<file path="config.mk">
export PLATFORM = sky130hd
export DESIGN_NAME = mdu_iter
export DESIGN_NICKNAME = d
export VERILOG_FILES = /design/src/rtl/mdu_iter.sv
export SDC_FILE = /design/constraint.sdc
export NUM_CORES = 1
export LEC_CHECK = 0
export ABC_AREA = 1
export BUFFER_PORTS_ARGS = -buffer_cell sky130_fd_sc_hd__buf_4
export CAP_MARGIN = 30
export CELL_PAD_IN_SITES_DETAIL_PLACEMENT = 0
export CELL_PAD_IN_SITES_GLOBAL_PLACEMENT = 1
export CORE_ASPECT_RATIO = 0.7
export CORE_MARGIN = 10
export CORE_UTILIZATION = 35
export CTS_CLUSTER_DIAMETER = 30
export DETAILED_ROUTE_END_ITERATION = 10
export GPL_ROUTABILITY_DRIVEN = 0
export GPL_TIMING_DRIVEN = 0
export HOLD_SLACK_MARGIN = 0.08
export PLACE_DENSITY = 0.73
export SYNTH_ARGS = -nofsm -noshare
export SYNTH_HDL_FRONTEND = slang
export SYNTH_SLANG_ARGS = --single-unit
</file>
<file path="constraint.sdc">
create_clock -name CLK -period 7.2 [get_ports CLK]
set_input_delay 0.72 -clock CLK [delete_from_list [all_inputs] [get_ports CLK]]
set_output_delay 0.72 -clock CLK [all_outputs]
set_load 0.02 [all_outputs]
</file>
<file path="src/rtl/mdu_iter.sv">
// Iterative 32-bit multiply/divide unit feeding the register-file write port directly.
// Optional MDU_SIGNED_EN enables RV32M signed MULH/MULHSU/DIV/REM; otherwise they alias to unsigned.
module mdu_iter #(
    parameter int unsigned WIDTH = 32,
    parameter int unsigned AW    = 5
) (
    input  logic             CLK,
    input  logic             RST,
    input  logic             START,
    input  logic [2:0]       OP,
    input  logic [AW-1:0]    RD,
    input  logic [WIDTH-1:0] SRC_A,
    input  logic [WIDTH-1:0] SRC_B,
    output logic             BUSY,
    output logic             DONE,
    output logic             WE3,
    output logic [AW-1:0]    A3,
    output logic [WIDTH-1:0] WD3
);

    localparam int unsigned CW = $clog2(WIDTH) + 1;

    typedef enum logic [1:0] {StIdle, StRun, StWb} state_e;

    state_e               state_q, state_d;
    logic [CW-1:0]        cnt_q, cnt_d;
    logic [2:0]           op_q, op_d;
    logic [AW-1:0]        rd_q, rd_d;
    logic [2*WIDTH-1:0]   acc_q, acc_d;
    logic [WIDTH-1:0]     opb_q, opb_d;
    logic [WIDTH-1:0]     wd_q, wd_d;

    logic [WIDTH-1:0]     a_mag, b_mag;
`ifdef MDU_SIGNED_EN
    logic                 neg_q, neg_d;
    logic                 neg_in, a_neg, b_neg;

    always_comb begin
        a_neg  = 1'b0;
        b_neg  = 1'b0;
        neg_in = 1'b0;
        case (OP)
            3'b001: begin
                a_neg  = SRC_A[WIDTH-1];
                b_neg  = SRC_B[WIDTH-1];
                neg_in = a_neg ^ b_neg;
            end
            3'b010: begin
                a_neg  = SRC_A[WIDTH-1];
                neg_in = a_neg;
            end
            3'b100: begin
                a_neg  = SRC_A[WIDTH-1];
                b_neg  = SRC_B[WIDTH-1];
                // Divide by zero must stay all ones, so never negate that quotient.
                neg_in = (a_neg ^ b_neg) && (SRC_B != '0);
            end
            3'b110: begin
                a_neg  = SRC_A[WIDTH-1];
                b_neg  = SRC_B[WIDTH-1];
                neg_in = a_neg;
            end
            default: ;
        endcase
        a_mag = a_neg ? -SRC_A : SRC_A;
        b_mag = b_neg ? -SRC_B : SRC_B;
    end
`else
    assign a_mag = SRC_A;
    assign b_mag = SRC_B;
`endif

    // Multiply: acc = {partial, multiplier}, shift right. Divide: acc = {remainder, dividend}, shift left.
    logic [WIDTH:0]       mul_sum;
    logic [WIDTH:0]       div_sh;
    logic [WIDTH-1:0]     div_diff;
    logic                 div_ge;
    logic [2*WIDTH-1:0]   acc_step;
    logic [2*WIDTH-1:0]   res_src;
    logic [WIDTH-1:0]     res;

    always_comb begin
        mul_sum  = {1'b0, acc_q[2*WIDTH-1:WIDTH]} + (acc_q[0] ? {1'b0, opb_q} : '0);
        div_sh   = {acc_q[2*WIDTH-1:WIDTH], acc_q[WIDTH-1]};
        div_ge   = div_sh >= {1'b0, opb_q};
        div_diff = div_sh[WIDTH-1:0] - opb_q;
        if (op_q[2]) begin
            acc_step = {(div_ge ? div_diff : div_sh[WIDTH-1:0]), acc_q[WIDTH-2:0], div_ge};
        end else begin
            acc_step = {mul_sum, acc_q[WIDTH-1:1]};
        end

        res_src = acc_step;
`ifdef MDU_SIGNED_EN
        if (neg_q && !op_q[2]) res_src = -acc_step;
`endif
        if (!op_q[2]) begin
            res = (op_q[1:0] == 2'b00) ? res_src[WIDTH-1:0] : res_src[2*WIDTH-1:WIDTH];
        end else begin
            res = op_q[1] ? res_src[2*WIDTH-1:WIDTH] : res_src[WIDTH-1:0];
        end
`ifdef MDU_SIGNED_EN
        if (neg_q && op_q[2]) res = -res;
`endif
    end

    always_comb begin
        state_d = state_q;
        cnt_d   = cnt_q;
        op_d    = op_q;
        rd_d    = rd_q;
        acc_d   = acc_q;
        opb_d   = opb_q;
        wd_d    = wd_q;
`ifdef MDU_SIGNED_EN
        neg_d   = neg_q;
`endif
        case (state_q)
            StIdle: begin
                if (START) begin
                    state_d = StRun;
                    cnt_d   = CW'(WIDTH);
                    op_d    = OP;
                    rd_d    = RD;
                    acc_d   = {{WIDTH{1'b0}}, a_mag};
                    opb_d   = b_mag;
`ifdef MDU_SIGNED_EN
                    neg_d   = neg_in;
`endif
                end
            end
            StRun: begin
                acc_d = acc_step;
                cnt_d = cnt_q - CW'(1);
                if (cnt_q == CW'(1)) begin
                    state_d = StWb;
                    wd_d    = res;
                end
            end
            StWb: begin
                state_d = StIdle;
                wd_d    = '0;
            end
            default: state_d = StIdle;
        endcase
    end

    always_ff @(posedge CLK or posedge RST) begin
        if (RST) begin
            state_q <= StIdle;
            cnt_q   <= '0;
            op_q    <= '0;
            rd_q    <= '0;
            acc_q   <= '0;
            opb_q   <= '0;
            wd_q    <= '0;
`ifdef MDU_SIGNED_EN
            neg_q   <= 1'b0;
`endif
        end else begin
            state_q <= state_d;
            cnt_q   <= cnt_d;
            op_q    <= op_d;
            rd_q    <= rd_d;
            acc_q   <= acc_d;
            opb_q   <= opb_d;
            wd_q    <= wd_d;
`ifdef MDU_SIGNED_EN
            neg_q   <= neg_d;
`endif
        end
    end

    assign BUSY = (state_q != StIdle);
    assign DONE = (state_q == StWb);
    assign WE3  = DONE && (rd_q != '0);
    assign A3   = DONE ? rd_q : '0;
    assign WD3  = wd_q;

endmodule

</file>
======== After elaboration in Yosys (flattened, before gate mapping) ========
Cells that the tools add are included.
storage, ports and cells
  flip-flop bits (word level) ............. 144
  output and inout bits ................... 40
operators by class
  add/subtract/negate cells ............... 3
  order comparisons ....................... 1
  equality and inequality tests ........... 5
  muxes and demuxes ....................... 16
  reduce and logical (&&, ||, !) cells .... 11
operators with widths
  kind                                                                    number
  32-bit two-way mux                                                      6
  64-bit two-way mux                                                      2
  64-bit case mux with 2 select lines                                     1
  32-bit case mux with 2 select lines                                     1
  32-bit by 32-bit adder with 33-bit output                               1
  33-bit by 32-bit greater-or-equal comparator with 1-bit output          1
  32-bit subtractor                                                       1
  6-bit case mux with 2 select lines                                      1
  2-bit AND reduction                                                     4
  6-bit by 1-bit equality test with 1-bit output (second input constant)  1
  6-bit two-way mux                                                       1
  2-bit nonzero test                                                      3
  6-bit by 1-bit subtractor with 6-bit output (second input constant)     1
  5-bit two-way mux                                                       1
  5-bit nonzero test                                                      1
  2-bit zero test                                                         2
  2-bit two-way mux                                                       2
  2-bit != test (second input constant)                                   2
  2-bit case mux with 2 select lines                                      1
  2-bit by 1-bit equality test with 1-bit output (second input constant)  1
  2-bit equality test (second input constant)                             1
  1-bit logical AND                                                       1

======== Logic depth before layout (Yosys ltp) ========
Gate-level depths: netlist of run 1.
  depth after elaboration ................. 7
  gate-level depth with buffers ........... 21

======== Worst setup path before layout of run 1 ========
OpenSTA, ideal clock, no wires.
  path type ............................... reg-to-reg
  start ................................... reg acc_q[0]
  end ..................................... reg wd_q[27], in the netlist WD3[27]
  arrival ................................. 2.246 ns
  data required time ...................... 7.082 ns
  slack ................................... 4.836 ns
  stages on the path, launching flop included .. 21
  cells stage by stage .................... dfrtp_1 > clkbuf_1 > nand2_1 > inv_1 > ha_1 > inv_1 > fa_1 > inv_1 > nand3_1 > nand3_1 > nand2_1 > nand2_1 > nand2_1 > nand2_1 > nand2_1 > nand3_1 > nand3_1 > nand4_1 > nand2_1 > nand3_1 > nand2_1
between the ends
  cells in the longest elaborated chain, start to end .. 7
  elaborated cells on any way between the ends .. 8
  classes of those cells .................. add/sub: 1; mux: 7
ends and longest elaborated chain
  element                                        RTL line  source
  from (decl)                                    29        logic [2*WIDTH-1:0] acc_q, acc_d;
  from (signal assigned)                         154       acc_q <= '0;
  from (signal assigned)                         165       acc_q <= acc_d;
  32-bit two-way mux (*)                         83        mul_sum = {1'b0, acc_q[2*WIDTH-1:WIDTH]} + (acc_q[0] ? {1'b0, opb_q} : '0);
  32-bit by 32-bit adder with 33-bit output (*)  83
  64-bit two-way mux (*)                         87        if (op_q[2]) begin
  32-bit two-way mux, on equally long branches   98, 100
  32-bit two-way mux (*)                         97        if (!op_q[2]) begin
  32-bit two-way mux (*)                         135       if (cnt_q == CW'(1)) begin
  32-bit case mux with 2 select lines (*)        118       case (state_q)
  to (signal assigned)                           167       wd_q <= wd_d;
  to (decl)                                      31        logic [WIDTH-1:0] wd_q, wd_d;
Mark *: on every way between the ends. The rest lies on a longest branch, timed or not. The select of a mux whose other input is x is not followed.
A chain may end at the register's enable or synchronous reset.

======== Worst setup path after layout of run 1 ========
  start ................................... reg acc_q[0]
  end ..................................... reg wd_q[30], in the netlist WD3[30]
The elaborated chain is that of the path after synthesis.

==> out/qor.yml, run 1 <==
cts_made_buffers: 17
routed_wirelength_um: 53640
fin_util_pct: 41.29
clock_latency_ps: 450
drcViolationCount: 0
async_flop_share_pct: 100.0
worstPathRequired_ps: 7540
drive_gt1_share_pct: 8.885
peakVddDrop_mv: 0.1601
yosys.cell_types.count: 42
io_buffers: 114
ys_seq_elements: 144
p_switching_uw: 445.0
drt_first_pass_iters: 6
synth_edf_count: 0
r2r-end: "WD3[30]$_DFFE_PP0P_"
synth_area_leaders: "dfrtp_1 (28%), nand2_1 (21%), inv_1 (9.7%), nand3_1 (6.7%), ha_1 (6.5%)"
vias_per_cell: 5.367
cts-root-buf: "clkbuf_16"
postSynthAreaPerCell_um2: 6.172
max_slew_margin_pct: 35.59
path_clk_slew_ps: 70
synth_cells: 2058
ys.flop_type: "dfrtp_1"
synth-compound-area-share_pct: 12.76
yosys.area_share.simple_pct: 38.00
drtIter0Drc: 1759
die_w_um: 247.7
setup_viol: 0
rows: 58
endpoint_kind: "register"
status: "finished, final reports clean"
postRouteAntennaNets: 0
holdCritPathClass: "in -> async"
worst-path-max-fanout: 10
cell_internal_pwr_uw: 1362
grt_pass1_vias: 13444
yosysMostFrequentCell: "nand2_1"
dp_hpwl_um: 44250
start_kind: "register"
clock_tree.buffer_depth: 2
vias: 14415
nets: 2336
powerDensity_nw_per_um2: 122.1
drv_slew: 0
grt_start_max_net_pins: 78
pwr-share-clk_pct: 52.5
cts-resized-gates: 0
die_y_um: 179.4
startpoint: "acc_q[0]$_DFFE_PP0P_"
combPwrFrac_pct: 2.7
timing.hold.ws_ps: 348.3
htreeDepth: 4
ys_warn_count: 0
ys_seq_area_share_pct: 28.37
fmax_mhz: 262.9
grt_setup_unrepaired: "no"
finalPower_uw: 1807
syn_to_final_growth_pct: 16.54
gr-total-overflow: 0
critPathKind: "reg -> reg"
dieArea_um2: 44430
syn_area_um2: 12700
timing.final.crit_share_pct: 52.83
synthMuxAreaShare_pct: 0.1576
grt_pass1_wl_um: 80630
antenna_found_initial: 1
coreArea_um2: 35850
cap_viol_max_count: 0
io_pins: 115
critPathArrivalTime_ps: 4140
synth_common_cells: "nand2_1 (701), inv_1 (327), nand3_1 (171)"
post-route-min-period_ps: 3804
crit_end: "WD3[30]$_DFFE_PP0P_"
power_leakage_uw: 0.008064
synthesis.nets: 2201
post-cts-setup-buffers: 0
yosys.area.top_type_share_pct: 28.37
synthXorXnorAreaFrac_pct: 1.310
fin_skew_ps: 10.99
wire_per_inst_um: 19.97
r2r_slack_ps: 3400
switching_share_pct: 24.63
cts_hold_buffers: 0
synthAdderAreaFrac_pct: 6.816
multi_input_area_um2: 7500
r2r_start: "acc_q[0]$_DFFE_PP0P_"
start_util_pct: 35.43
clock-sinks: 144
seqCellArea_um2: 3603
setup-tns-final_ps: 0
synth_top_family_by_area: "simple AND/OR/NAND/NOR gates"
grt_usage_pct: 24.00
pwr-share-seq_pct: 44.7
hold_viol_final: 0
fillers: 3941
worst_pin_slew_ps: 966.2
cts_tree: "yes"
yosysTopAreaCell: "dfrtp_1"
rr_worst_depth: 19
antenna-diode-count: 0
[cells by family after synthesis]
logic type | Yosys count
multiplexers | 2
AO/OA/AOI/OAI | 294
flip-flops | 144
AND/OR/NAND/NOR | 1116
buffers and inverters | 415
XOR/XNOR | 19
adder cells (fa/ha/maj) | 68
[per-layer routing]
| metal | vias to the layer above | share of wire (%) | GRT usage [%] |
|---|---|---|---|
| met4 | 2 | 1.4 | 5.042 |
| met3 | 55 | 11 | 6.117 |
| met1 | 6748 | 48 | 35.84 |
| met2 | 707 | 40 | 33.80 |
| met5 | - | 0.034 | 0 |
| li1 | 6903 | - | - |
[per-stage QoR]
step                cells  cell area [um^2]  setup slack [ps]
CTS                  2686             14800              3487
global route         2686             14800              3098
finish               2686             14800              3396
global placement     2652             14160             567.9
floorplan            2058             12700              2614
detailed placement   2654             14210              3501
[worst min path at each step]
stage                                   start                  end  slack (ps)  depth (start not counted)
after floorplan           op_q[0]$_DFFE_PP0P_  op_q[0]$_DFFE_PP0P_         450                          2
after global placement     WD3[5]$_DFFE_PP0P_   WD3[5]$_DFFE_PP0P_         470                          2
after detailed placement   WD3[1]$_DFFE_PP0P_   WD3[1]$_DFFE_PP0P_         470                          2
after CTS                                 RST  WD3[20]$_DFFE_PP0P_         370                          2
after global routing                      RST  WD3[20]$_DFFE_PP0P_         410                          2
final                                     RST  WD3[20]$_DFFE_PP0P_         350                          2
[power groups by stage]
stage	clock [uW]	sequential (uW)	combinational, uW
global placement	0	824	47.9
detailed placement	0	824	51.1
CTS	955	809	51.2
floorplan	0	824	11.8
finish	949	809	49.6
global route	986	808	55.6
[worst max-delay path, cell delays in order, from the launching register on]
cell	delay, ps
dfrtp_1	320
clkbuf_1	600
clkbuf_1	480
nand2_1	140
inv_1	90
ha_1	260
nand2_1	100
inv_1	60
a21oi_1	140
nand2_1	150
nand2_1	100
nand2_1	200
nand2_1	150
nand3_1	90
nand3_1	200
nand4_1	170
nand2_1	110
nand2_1	170
nand2_1	120
nand2_1	50
[cell usage in the layout (no fill, tap or decap), drive strengths merged, types with 8 or more instances in the layout]
master,count
nand2,704
xnor2,16
clkbuf,81
o22ai,10
nor3,9
nand4,81
nand3b,8
dfrtp,144
a221o,10
buf,134
inv,335
o21ai,116
nor2,113
o221ai,11
ha,66
nand3,188
a21oi,134
[sequential cells by signal, indices dropped and copies added (netlist names)]
name / count
state_q: 2
cnt_q: 6
acc_q: 64
WD3: 32
op_q: 3
opb_q: 32
rd_q: 5
[area by class of cell]
type,count,share of cell area (%)
clock buffer,19,2.992
multi-input combinational,1499,50.66
clock inverter,13,1.040
buffer,80,2.308
tap,480,4.057
sequential,144,24.34
timing repair buffer,116,6.069
inverter,335,8.528
No activity file was read; power rests on OpenSTA's default activity.
==> inputs of run 2 (changes only) <==
==> constraint.sdc (replaced) <==
create_clock -name CLK -period 3.85 [get_ports CLK]
set_input_delay 0.385 -clock CLK [delete_from_list [all_inputs] [get_ports CLK]]
set_output_delay 0.385 -clock CLK [all_outputs]
set_load 0.02 [all_outputs]
==> run 2 against run 1 <==
  * Worst setup slack worse by 3200 ps
  * Sequential power is 87% higher
  * Global-route usage grew 0.13 points
  * Design area up 0.24%
  * Register-to-register slack worse by 3200 ps
  * Final cell count grew 0.11%
  * Die area stayed put
  * Clock power is 81% higher
  * Clock-buffer cell count decreased by 2
  * Maximum frequency increased by 5.4%
==> out/qor.yml, run 2 (synthesis gave the netlist of run 1 again) <==
post-cts-setup-buffers: 0  # unchanged
wire_per_inst_um: 20.01  # +0.22%
layout_setup_ws_ps: 241.3  # -3155 ps
powerDensity_nw_per_um2: 224.5  # +84%
io_pins: 115  # unchanged
grt_usage_pct: 24.13  # +0.13 points
drtIter0Drc: 1708  # -2.9%
start_kind: "register"
antenna_found_initial: 1  # unchanged
holdCritPathClass: "in -> reg"
vias: 14348  # -0.46%
die_y_um: 179.4  # unchanged
nets: 2339  # +0.13%
grt_pass1_wl_um: 80760  # +0.17%
critPathArrivalTime_ps: 3960  # -180 ps
worst_pin_slew_ps: 988.6  # +22.44 ps
rows: 58  # unchanged
cts_tree: "yes"
endpoint_kind: "register"
gr-total-overflow: 0  # unchanged
clock_tree.buffer_depth: 2  # unchanged
fillers: 3986  # +1.1%
fin_skew_ps: 8.960  # -2.028 ps
timing.final.crit_share_pct: 93.73  # +41 points
grt_setup_unrepaired: "no"
cts-root-buf: "clkbuf_16"
power_leakage_uw: 0.008085  # +0.26%
path_clk_slew_ps: 70  # about the same
worst-path-max-fanout: 10  # unchanged
start_util_pct: 35.43  # unchanged
worstPathRequired_ps: 4200  # -3340 ps
status: "finished, final reports clean"
cts_made_buffers: 17  # unchanged
setup_viol: 0  # unchanged
finalInstanceArea_um2: 14840  # +0.24%
mostFrequentLayoutCell: "nand2_1"
htreeDepth: 4  # unchanged
io_buffers: 114  # unchanged
critPathKind: "reg -> reg"
dpl_cell_area_um2: 14260  # +0.36%
drcViolationCount: 0  # unchanged
r2r_slack_ps: 240  # -3160 ps
post-route-min-period_ps: 3609  # -194.9 ps
largest_reg_flops: 64  # unchanged
drt_first_pass_iters: 7  # +1
postRouteAntennaNets: 0  # unchanged
setup-tns-final_ps: 0  # unchanged
die_w_um: 247.7  # unchanged
routed_wirelength_um: 53820  # +0.33%
grt_pass1_vias: 13370  # -0.55%
max_slew_margin_pct: 34.09  # -1.5 points
hold_viol_final: 0  # unchanged
drive_gt1_share_pct: 9.054  # +0.17 points
layout_common_cells: "nand2_1 (701), inv_1 (326), nand3_1 (171)"
grt_start_max_net_pins: 40  # -49%
largest-register: "acc_q"
dieArea_um2: 44430  # unchanged
clock_latency_ps: 460  # about the same
vias_per_cell: 5.336  # -0.58%
syn_to_final_growth_pct: 16.81
dp_hpwl_um: 44690  # +1.0%
peakVddDrop_mv: 0.3165  # +98%
antenna-diode-count: 0  # unchanged
place_ws_ps: 190.7  # -3311 ps
coreArea_um2: 35850  # unchanged
fmax_mhz: 277.1  # +5.4%
drv_slew: 0  # unchanged
clock-sinks: 144  # unchanged
cap_viol_max_count: 0  # unchanged
-- run 2: cell types whose count changed in the layout (fill, tap and decap cells not counted), sizes merged --
cell | before | now
buf | 134 | 138
bufinv | 2 | 1
clkbuf | 81 | 77
clkinv | 7 | 8
dlygate4sd3 | 0 | 1
inv | 335 | 337
-- run 2: worst paths after layout --
check,cells past startpoint,startpoint,endpoint
min in group asynchronous,3,RST,WD3[23]$_DFFE_PP0P_
worst min-delay path,3,OP[0],op_q[0]$_DFFE_PP0P_
max in group asynchronous,5,RST,opb_q[4]$_DFFE_PP0P_
worst max register to register,18,acc_q[0]$_DFFE_PP0P_,WD3[30]$_DFFE_PP0P_
worst max-delay path,18,acc_q[0]$_DFFE_PP0P_,WD3[30]$_DFFE_PP0P_
worst min register to register,2,WD3[4]$_DFFE_PP0P_,WD3[4]$_DFFE_PP0P_
-- run 2: layer usage --
layer	wire, um	GRT usage (%)	part of all wire (%)	vias to the layer above
met4	1122	6.334	2.1	0
met3	5866	5.880	11	67
li1	-	-	-	6918
met2	21240	33.60	39	697
met1	25590	36.05	48	6666
met5	0	0	0	-
-- run 2: what timing repair did --
action	4_1_cts	5_1_grt
endpoints found under the hold margin	4	0
hold buffers	1	0
endpoints found under the setup margin	0	20
resized for setup	0	1
-- run 2: stage by stage --
stage | utilization [%] | hold slack, ps | total power [uW] | std cells
global placement | 39.51 | 468.8 | 1633 | 2652
CTS | 41.40 | 112.7 | 3347 | 2690
global route | 41.39 | 122.5 | 3415 | 2689
detailed placement | 39.77 | 316.3 | 1644 | 2657
floorplan | - | 449.5 | 1564 | 2058
finish | 41.39 | 123.5 | 3332 | 2689
-- run 2: final cells by class --
cell class,count,area (um^2),share of cell area [%]
buffer,79,337.8,2.277
clock buffer,17,425.4,2.867
clock inverter,15,148.9,1.003
inverter,335,1261,8.500
multi-input combinational,1499,7500,50.54
sequential,144,3603,24.29
tap,480,600.6,4.048
timing repair buffer,120,960.9,6.476
-- run 2: critical path, cell delays in order, from the launching register on --
cell and delay, ps:
dfrtp_1 720, buf_1 490, nand2_1 110, inv_1 90, ha_1 270, nand2_1 110, inv_1 70, a21oi_1 140
nand2_1 140, nand2_1 100, nand2_1 220, nand2_1 160, nand3_1 80, nand3_1 200, nand4_1 150, nand2_1 110
nand2_1 170, nand2_1 120, nand2_1 60
-- run 2: power by group --
| part | internal (uW) | leakage, uW | switching, uW | total [uW] |
|---|---|---|---|---|
| Clock | 909 | 0.000276 | 810 | 1720 |
| Combinational | 55.8 | 0.00616 | 44.9 | 101 |
| Sequential | 1510 | 0.00165 | 0 | 1510 |
| Total | 2480 | 0.00809 | 855 | 3330 |
==> inputs of run 3 (changes only) <==
==> constraint.sdc (replaced) <==
create_clock -name CLK -period 3.85 [get_ports CLK]
set_input_delay 0.1925 -clock CLK [delete_from_list [all_inputs] [get_ports CLK]]
set_output_delay 0.1925 -clock CLK [all_outputs]
set_load 0.02 [all_outputs]
==> run 3 against run 2 <==
  * Register-to-register slack improved by 50 ps
  * Core utilization rose by 2.1 points
  * Total power grew 1.8%
  * Clock-buffer cell count unchanged
  * Hold slack improved by 5.1 ps
  * Clock power about the same
  * Design area grew 5.0%
  * Critical path depth unchanged
==> out/qor.yml, run 3 (synthesis gave the netlist of run 1 again) <==
drive_gt1_share_pct: 8.808  # -0.25 points
clock-sinks: 144  # unchanged
cap_viol_max_count: 0  # unchanged
finalInstanceArea_um2: 15580  # +5.0%
timing.final.crit_share_pct: 92.54  # -1.2 points
dieArea_um2: 44430  # unchanged
setup-tns-final_ps: 0  # unchanged
clock_latency_ps: 460  # about the same
clock_tree.buffer_depth: 2  # unchanged
worst-path-max-fanout: 10  # unchanged
fin_skew_ps: 10.36  # +1.399 ps
peakVddDrop_mv: 0.3145  # -0.65%
grt_start_max_net_pins: 40  # unchanged
critical-path-max-stage-delay_ps: 720  # about the same
cts-root-buf: "clkbuf_16"
critPathKind: "reg -> reg"
cts_tree: "yes"
dpl_cell_area_um2: 14260  # unchanged
powerDensity_nw_per_um2: 217.8  # -3.0%
critPathArrivalTime_ps: 3910  # -50 ps
status: "finished, final reports clean"
io_buffers: 114  # unchanged
post-route-min-period_ps: 3563  # -46.01 ps
cp_slowest_cell: "dfrtp_1"
path_cells: "buf_1, nand2_1, inv_1, ha_1, nand2_1, inv_1, a21oi_1, nand2_1, nand2_1, nand2_1, nand2_1, nand3_1, nand3_1, nand4_1, nand2_1, nand2_1, nand2_1, nand2_1"
max_slew_margin_pct: 35.06  # +0.97 points
path_clk_slew_ps: 70  # about the same
fmax_mhz: 280.7  # +1.3%
worstPathRequired_ps: 4200  # about the same
gr-total-overflow: 0  # unchanged
vias: 14675  # +2.3%
drt_first_pass_iters: 6  # -1
critical_path.top_delay_family: "simple AND/OR/NAND/NOR gates"
wire_per_inst_um: 19.72  # -1.5%
largest_reg_flops: 64  # unchanged
die_y_um: 179.4  # unchanged
dp_hpwl_um: 44690  # unchanged
crit_buf_inv: 3  # unchanged
final_cell_count_no_fill: 2763  # +2.8%
io_pins: 115  # unchanged
worst_pin_slew_ps: 974.0  # -14.57 ps
grt_setup_unrepaired: "no"
drv_slew: 0  # unchanged
grt_pass1_wl_um: 82230  # +1.8%
cts_made_buffers: 17  # unchanged
setup_viol: 0  # unchanged
syn_to_final_growth_pct: 22.63
nets: 2412  # +3.1%
mostFrequentLayoutCell: "nand2_1"
postRouteAntennaNets: 0  # unchanged
routed_wirelength_um: 54490  # +1.2%
start_util_pct: 35.43  # unchanged
vias_per_cell: 5.311  # -0.46%
dp_cells: 2657  # unchanged
drtIter0Drc: 1733  # +1.5%
finalPower_uw: 3392  # +1.8%
holdCritPathClass: "in -> reg"
largest-register: "acc_q"
layout_common_cells: "nand2_1 (701), inv_1 (326), nand3_1 (171)"
rows: 58  # unchanged
endpoint_kind: "register"
die_w_um: 247.7  # unchanged
fillers: 3919  # -1.7%
drcViolationCount: 0  # unchanged
start_kind: "register"
grt_usage_pct: 24.47  # +0.34 points
coreArea_um2: 35850  # unchanged
timing.critical_path.mode_cell: "nand2_1"
power_leakage_uw: 0.008393  # +3.8%
htreeDepth: 4  # unchanged
grt_pass1_vias: 13709  # +2.5%
antenna_found_initial: 1  # unchanged
hold_viol_final: 0  # unchanged
## run 3: cell count changes in the layout (fill, tap and decap cells not counted)
cell | previous run | this run
diode_2 | 0 | 1
dlygate4sd3_1 | 1 | 73
buf_8 | 2 | 3
## run 3: worst paths after layout
kind                                           start                      to  slack, ps  cells after the start
worst max-delay path            acc_q[0]$_DFFE_PP0P_     WD3[30]$_DFFE_PP0P_        290                     18
worst min-delay path                           START  state_q[0]$_DFFE_PP0P_        130                      3
worst max register to register  acc_q[0]$_DFFE_PP0P_     WD3[30]$_DFFE_PP0P_        290                     18
worst min register to register    WD3[3]$_DFFE_PP0P_      WD3[3]$_DFFE_PP0P_        490                      2
max in group asynchronous                        RST    opb_q[4]$_DFFE_PP0P_       2890                      5
min in group asynchronous                        RST     WD3[27]$_DFFE_PP0P_        210                      3
## run 3: worst register-to-register path: cells and delay by family (launching register included)
family / cells / cell delay [ps]
buffers and inverters: 3 / 630
AOI/OAI and AO/OA: 1 / 140
and+or+nand+nor: 13 / 1700
adders and majority gates: 1 / 270
DFF: 1 / 720
## run 3: power by group
group	internal, uW	switching, uW
logic	103	56.1
clock network	909	812
registers	1510	0
## run 3: per-layer routing
layer	share of wire, %	vias up	global-route usage, %
met2	40	674	34.61
met4	2.0	0	6.334
met3	10	70	5.865
met1	48	6854	36.24
met5	0	-	0
li1	-	7077	-
## run 3: area by class of cell
cell class              count  area [um^2]  area share, %
flip-flops and latches    144         3603          23.13
repair buffers            193         1697          10.89
plain buffers              79        337.8          2.169
clock buffers              17        425.4          2.731
clock inverters            15        148.9         0.9559
diodes                      1        2.502        0.01607
multi-input cells        1499         7500          48.15
well taps                 480        600.6          3.856
inverters                 335         1261          8.097
## run 3: timing repair
action                     in CTS  in global routing
hold endpoints to repair      151                  0
setup buffers                   0                  0
setup endpoints to repair       0                 21
resized for setup               0                  1
hold buffers                   73                  0
## run 3: through the flow
stage | util [%] | setup slack [ps] | hold slack (ps)
after floorplan | - | 1486 | 302.1
after global placement | 39.51 | 176.9 | 395.2
after detailed placement | 39.77 | 190.7 | 123.8
after CTS | 43.41 | 177.7 | 124.6
after global routing | 43.44 | 9.139 | 158.5
final | 43.45 | 287.3 | 128.6
